==> src/rtl/pipeline_pkg.sv <==
// Shared pipeline definitions: widths, bubble word, opcode constants and the
// fetch-unit state encoding.
package pipeline_pkg;

    localparam int unsigned PC_W   = 8;
    localparam int unsigned INST_W = 16;

    localparam logic [INST_W-1:0] NOP_INST = 16'h0000;

    localparam logic [3:0] OP_LOAD  = 4'b0001;
    localparam logic [3:0] OP_STORE = 4'b0010;
    localparam logic [3:0] OP_IMD   = 4'b0011;
    localparam logic [3:0] OP_IMM   = 4'b0111;
    localparam logic [3:0] OP_JDI   = 4'b1001;
    // Jump class is identified by instruction bits [15:14].
    localparam logic [1:0] OP_JUMP_CLASS = 2'b11;

    typedef enum logic [1:0] {
        StBoot  = 2'b00,
        StRun   = 2'b01,
        StStall = 2'b10,
        StWait  = 2'b11
    } fetch_state_e;

endpackage

==> src/rtl/sat_counter.sv <==
// Up-counter with increment enable that sticks at all-ones instead of wrapping.
module sat_counter #(
    parameter int unsigned WIDTH = 16
) (
    input  logic             clk,
    input  logic             rst_n,
    input  logic             inc,
    output logic [WIDTH-1:0] count
);

    always_ff @(posedge clk or negedge rst_n) begin
        if (!rst_n) begin
            count <= '0;
        end else if (inc && (count != {WIDTH{1'b1}})) begin
            count <= count + WIDTH'(1);
        end
    end

endmodule

==> src/rtl/fetch_unit.sv <==
// Pipeline front end: owns the fetch pointer, issues instruction/PC/bubble count
// to the control unit, and handles stalls, memory waits and jump redirects.
module fetch_unit #(
    parameter int unsigned      PC_W        = 8,
    parameter int unsigned      INST_W      = 16,
    parameter logic [PC_W-1:0]  RESET_PC    = 8'h00,
    parameter logic [INST_W-1:0] NOP_INST   = 16'h0000,
    parameter int unsigned      STALL_CNT_W = 16
) (
    input  logic                   clk,
    input  logic                   rst_n,
    output logic [PC_W-1:0]        imem_addr,
    input  logic [INST_W-1:0]      imem_rdata,
    input  logic                   imem_valid,
    input  logic                   control,
    input  logic [1:0]             count_out,
    input  logic                   redirect_valid,
    input  logic [PC_W-1:0]        redirect_target,
    output logic                   en,
    output logic [INST_W-1:0]      current,
    output logic [PC_W-1:0]        PC,
    output logic [1:0]             count,
    output logic [STALL_CNT_W-1:0] stall_cnt
);

    import pipeline_pkg::*;

    fetch_state_e    state;
    logic [PC_W-1:0] fpc;
    logic            stall_inc;

    assign imem_addr = fpc;

    // A redirect in the same cycle cancels the stall, so it is not counted.
    assign stall_inc = (state != StBoot) && !redirect_valid && control;

    always_ff @(posedge clk or negedge rst_n) begin
        if (!rst_n) begin
            state   <= StBoot;
            fpc     <= RESET_PC;
            current <= NOP_INST;
            PC      <= RESET_PC;
            count   <= 2'd0;
            en      <= 1'b0;
        end else begin
            unique case (state)
                StBoot: begin
                    if (imem_valid) begin
                        current <= imem_rdata;
                        PC      <= fpc;
                        fpc     <= fpc + PC_W'(1);
                        en      <= 1'b1;
                        state   <= StRun;
                    end
                end
                StRun, StStall, StWait: begin
                    if (redirect_valid) begin
                        // Squash the in-flight word; PC keeps the old value under the bubble.
                        fpc     <= redirect_target;
                        current <= NOP_INST;
                        count   <= 2'd0;
                        state   <= StRun;
                    end else if (control) begin
                        count <= count_out;
                        state <= StStall;
                    end else if (!imem_valid) begin
                        current <= NOP_INST;
                        count   <= 2'd0;
                        state   <= StWait;
                    end else begin
                        current <= imem_rdata;
                        PC      <= fpc;
                        fpc     <= fpc + PC_W'(1);
                        count   <= 2'd0;
                        state   <= StRun;
                    end
                end
                default: state <= StBoot;
            endcase
        end
    end

    sat_counter #(
        .WIDTH (STALL_CNT_W)
    ) u_stall_cnt (
        .clk   (clk),
        .rst_n (rst_n),
        .inc   (stall_inc),
        .count (stall_cnt)
    );

endmodule

==> config.mk <==
export PLATFORM = sky130hd
export DESIGN_NAME = fetch_unit
export DESIGN_NICKNAME = d
export VERILOG_FILES = /design/src/rtl/pipeline_pkg.sv /design/src/rtl/sat_counter.sv /design/src/rtl/fetch_unit.sv
export SDC_FILE = /design/constraint.sdc
export NUM_CORES = 1
export LEC_CHECK = 0
export ABC_AREA = 1
export CAP_MARGIN = 20
export CORE_MARGIN = 1.5
export CORE_UTILIZATION = 35
export DETAILED_ROUTE_END_ITERATION = 8
export PLACE_DENSITY_LB_ADDON = 0.3
export SLEW_MARGIN = 20
export SYNTH_ARGS = -nofsm -noshare
export SYNTH_HDL_FRONTEND = slang
export SYNTH_SLANG_ARGS = --single-unit
==> constraint.sdc <==
create_clock -name clk -period 1.3 [get_ports clk]
set_input_delay 0.26 -clock clk [delete_from_list [all_inputs] [get_ports clk]]
set_output_delay 0.26 -clock clk [all_outputs]
set_load 0.02 [all_outputs]
==> results.sh, run 1 <==
export IMPL_status="finished with violations"
export IMPL_violations="negative setup slack"
export IMPL_ys_ff_latch=53
export IMPL_cp_start_kind="register"
export IMPL_min_path_type="in2reg"
export IMPL_finalHoldViolCount=0
export IMPL_regToRegEndpoint="u_stall_cnt.count[7]$_DFFE_PN0P_"
export IMPL_relSlewSlack_pct=77.2
export IMPL_endpoint_kind="register"
export IMPL_vias=2944
export IMPL_overflow=0
export IMPL_setup_viol=43
export IMPL_dp_cells=563
export IMPL_r2r_cells=8
export IMPL_max_freq_ghz=0.701
export IMPL_finalNetCount=537
export IMPL_final_area_um2=4780
export IMPL_dr_pass1_iters=5
export IMPL_grt_pass1_vias=2853
export IMPL_worstPathRequired_ns=1.51
export IMPL_fin_cells=607
export IMPL_grt_usage_pct=20.5
export IMPL_grt_pass1_wl_um=13700
export IMPL_met2_usage_pct=34.9
export IMPL_syn_avg_cell_area_um2=8.07
export IMPL_place_area_um2=4050
export IMPL_max_cap_viol_count=0
export IMPL_rr_startpoint="state[0]$_DFFE_PN0N_"
export IMPL_async_flop_share_pct=100
export IMPL_synth_top_area_share_pct=47.9
export IMPL_setup_tns_ns=-3.46
export IMPL_crit_path_max_fanout=6
export IMPL_gp_congestion=0.819
export IMPL_synthCells=343
export IMPL_worstPathArrival_ns=1.64
export IMPL_synth_cell_area_um2=2770
export IMPL_timing_final_ws_setup_ns=-0.127
export IMPL_htree_levels=2
export IMPL_die_x_um=91.9
export IMPL_grt_start_max_net_pins=54
export IMPL_numCtsBuffers=5
export IMPL_wl_um=8620
export IMPL_clkSlewWorstSetupHoldPaths_ns=0.10
export IMPL_core_um2=7690
export IMPL_grt_setup_unrepaired="true"
export IMPL_ios=82
export IMPL_multi_input_area_um2=1580
export IMPL_fin_skew_ns=0.00545
export IMPL_wl_per_cell_um=14.2
export IMPL_dp_hpwl_um=5230
export IMPL_seq_area_um2=1330
export IMPL_yosys_cell_count_top_type="nand2_1"
export IMPL_min_from="imem_valid"
export IMPL_fin_crit_ns=1.43
export IMPL_area_growth_pct=72.8
export IMPL_power_leakage_nw=2.28
export IMPL_drcViolationCount=0
export IMPL_ant_nets=0
export IMPL_fin_crit_sh_pct=110
export IMPL_cts_tree="built"
export IMPL_io_buffers=81
export IMPL_dieArea_um2=8450
export IMPL_final_util_pct=62.2
export IMPL_synth_top_area_cell="dfrtp_1"
export IMPL_reg2reg_setup_slack_ns=-0.13
export IMPL_routed_via_density=4.85
export IMPL_path_class="reg2reg"
export IMPL_cts_root_buf="clkbuf_8"
export IMPL_hold_path_cell_count=4
export IMPL_drt_initial_drc_count=115
export IMPL_irDropWorstVdd_v=0.000471
export IMPL_synth_edf_count=0
export IMPL_antenna_found_initial=0
export IMPL_die_y_um=91.9
export IMPL_synth_cell_types=29
export IMPL_groute_layer_met3_usage_pct=3.90
export IMPL_yosys_most_used_dff="dfrtp_1"
export IMPL_synth_area_leaders="dfrtp_1, nand2_1, nand3_1, inv_1, o21ai_0"
export IMPL_yosysSeqAreaShare_pct=47.9
export IMPL_clk_latency_ns=0.31
export IMPL_busiest_layer="met2"
export IMPL_drive_gt1_share_pct=43.8
export IMPL_cts_max_path_buffers=2
export IMPL_p_per_area_nw_per_um2=1270
export IMPL_diodes=0
export IMPL_cts_sinks=53
export IMPL_min_to="en$_DFFE_PN0P_"
export IMPL_tightest_slew_ns=0.341
export IMPL_num_rows=32
export IMPL_num_fill_cells=625
export IMPL_gr_usage_met1_pct=26.8
export IMPL_yosys_warnings=0
export IMPL_start_util_pct=36.0
export IMPL_slew_violations=0
export IMPL_synth_common_cells="nand2_1, dfrtp_1, inv_1"
export IMPL_syn_nets=376
==> power breakdown <==
part / switching (W) / internal, W / leakage [nW]
logic: 0.00151 / 0.00137 / 1.58
registers: 0.000285 / 0.00196 / 0.654
clock network: 0.000569 / 0.000374 / 0.0439
total: 0.00237 / 0.00371 / 2.28
==> cell type report <==
| type | count | area share (%) |
|---|---|---|
| Multi-Input combinational cell | 235 | 33.0 |
| Timing Repair Buffer | 161 | 30.9 |
| Sequential cell | 53 | 27.9 |
| Inverter | 48 | 3.82 |
| Tap cell | 102 | 2.67 |
| Clock buffer | 5 | 1.44 |
| Clock inverter | 3 | 0.366 |
==> registers in the layout, summed over array words and instances, names as in the netlist <==
register,cells
count,2
u_stall_cnt.count,16
imem_addr,8
state,2
en,1
PC,8
current,16
==> metal layers <==
layer | wire (µm) | vias to the layer above | share of wire (%)
met1 | 3640 | 1411 | 42
met3 | 477 | 10 | 5.5
li1 | - | 1423 | -
met4 | 95 | 0 | 1.1
met5 | 0 | - | 0
met2 | 4410 | 100 | 51
==> layout by cell type, fill, tap and decap left out, types with 19 or more instances in the layout <==
cell and instances:
nand3_2 20, o21ai_2 19, nor2_1 21, nand2_1 62, dfrtp_1 47, buf_6 24, clkdlybuf4s50_1 27, buf_4 52
clkbuf_2 22, inv_1 44
==> worst max-delay path by stage <==
| stage | startpoint | to |
|---|---|---|
| floorplan | u_stall_cnt.count[0]$_DFFE_PN0P_ | u_stall_cnt.count[8]$_DFFE_PN0P_ |
| global placement | redirect_valid | u_stall_cnt.count[7]$_DFFE_PN0P_ |
| detailed placement | redirect_valid | u_stall_cnt.count[8]$_DFFE_PN0P_ |
| CTS | state[1]$_DFFE_PN0N_ | u_stall_cnt.count[4]$_DFFE_PN0P_ |
| global route | u_stall_cnt.count[0]$_DFFE_PN0P_ | u_stall_cnt.count[13]$_DFFE_PN0P_ |
| finish | state[0]$_DFFE_PN0N_ | u_stall_cnt.count[7]$_DFFE_PN0P_ |
==> critical path, stage by stage (launching register included) <==
cell,delay (ns)
dfrtp_1,0.42
nor2_4,0.20
nor2_8,0.07
buf_6,0.14
o21ai_4,0.09
buf_12,0.18
nand2_8,0.09
nand2_2,0.08
o21ai_2,0.05
==> repair_timing <==
action	4_1_cts	5_1_grt
setup buffers	12	15
cloned	9	1
hold endpoints to repair	53	0
pin swaps	11	16
gates resized for setup	179	116
endpoints found under the setup margin	92	91
hold buffers	1	0
==> kinds of logic (layout without fill, tap and decap cells) <==
family / Yosys count / count (layout) / share of synthesized area (%)
simple gates: 164 / 168 / 26.5
fa+ha+maj: 2 / 2 / 0.904
buf+inv: 59 / 217 / 9.67
xor+xnor: 8 / 8 / 2.53
flops: 53 / 53 / 47.9
compound gates: 57 / 57 / 12.4
==> per-stage QoR <==
step / hold slack (ns) / power [W] / worst slack [ns]
final: 0.453 / 0.00607 / -0.127
after global routing: 0.458 / 0.00643 / -0.206
after CTS: 0.422 / 0.00579 / -0.109
after detailed placement: 0.282 / 0.00466 / -0.402
after global placement: 0.281 / 0.00460 / -0.360
after floorplan: -0.0356 / 0.00340 / -0.139
Power figures use the tool's default switching activity.
==> inputs of run 2 (changes only) <==
--- a/config.mk
+++ b/config.mk
@@ -10,6 +10,7 @@
 export CORE_MARGIN = 1.5
 export CORE_UTILIZATION = 35
 export DETAILED_ROUTE_END_ITERATION = 8
+export HOLD_SLACK_MARGIN = 0.03
 export PLACE_DENSITY_LB_ADDON = 0.3
 export SLEW_MARGIN = 20
 export SYNTH_ARGS = -nofsm -noshare
==> results of run 2 <==
The final DEF is identical to that of run 1; final timing and power are the same.
==> inputs of run 3 (changes only) <==
--- a/config.mk
+++ b/config.mk
@@ -9,6 +9,7 @@
 export CAP_MARGIN = 20
 export CORE_MARGIN = 1.5
 export CORE_UTILIZATION = 35
+export CTS_CLUSTER_DIAMETER = 100
 export DETAILED_ROUTE_END_ITERATION = 8
 export HOLD_SLACK_MARGIN = 0.03
 export PLACE_DENSITY_LB_ADDON = 0.3
==> results of run 3 <==
The final DEF is identical to that of run 1; final timing and power are the same.
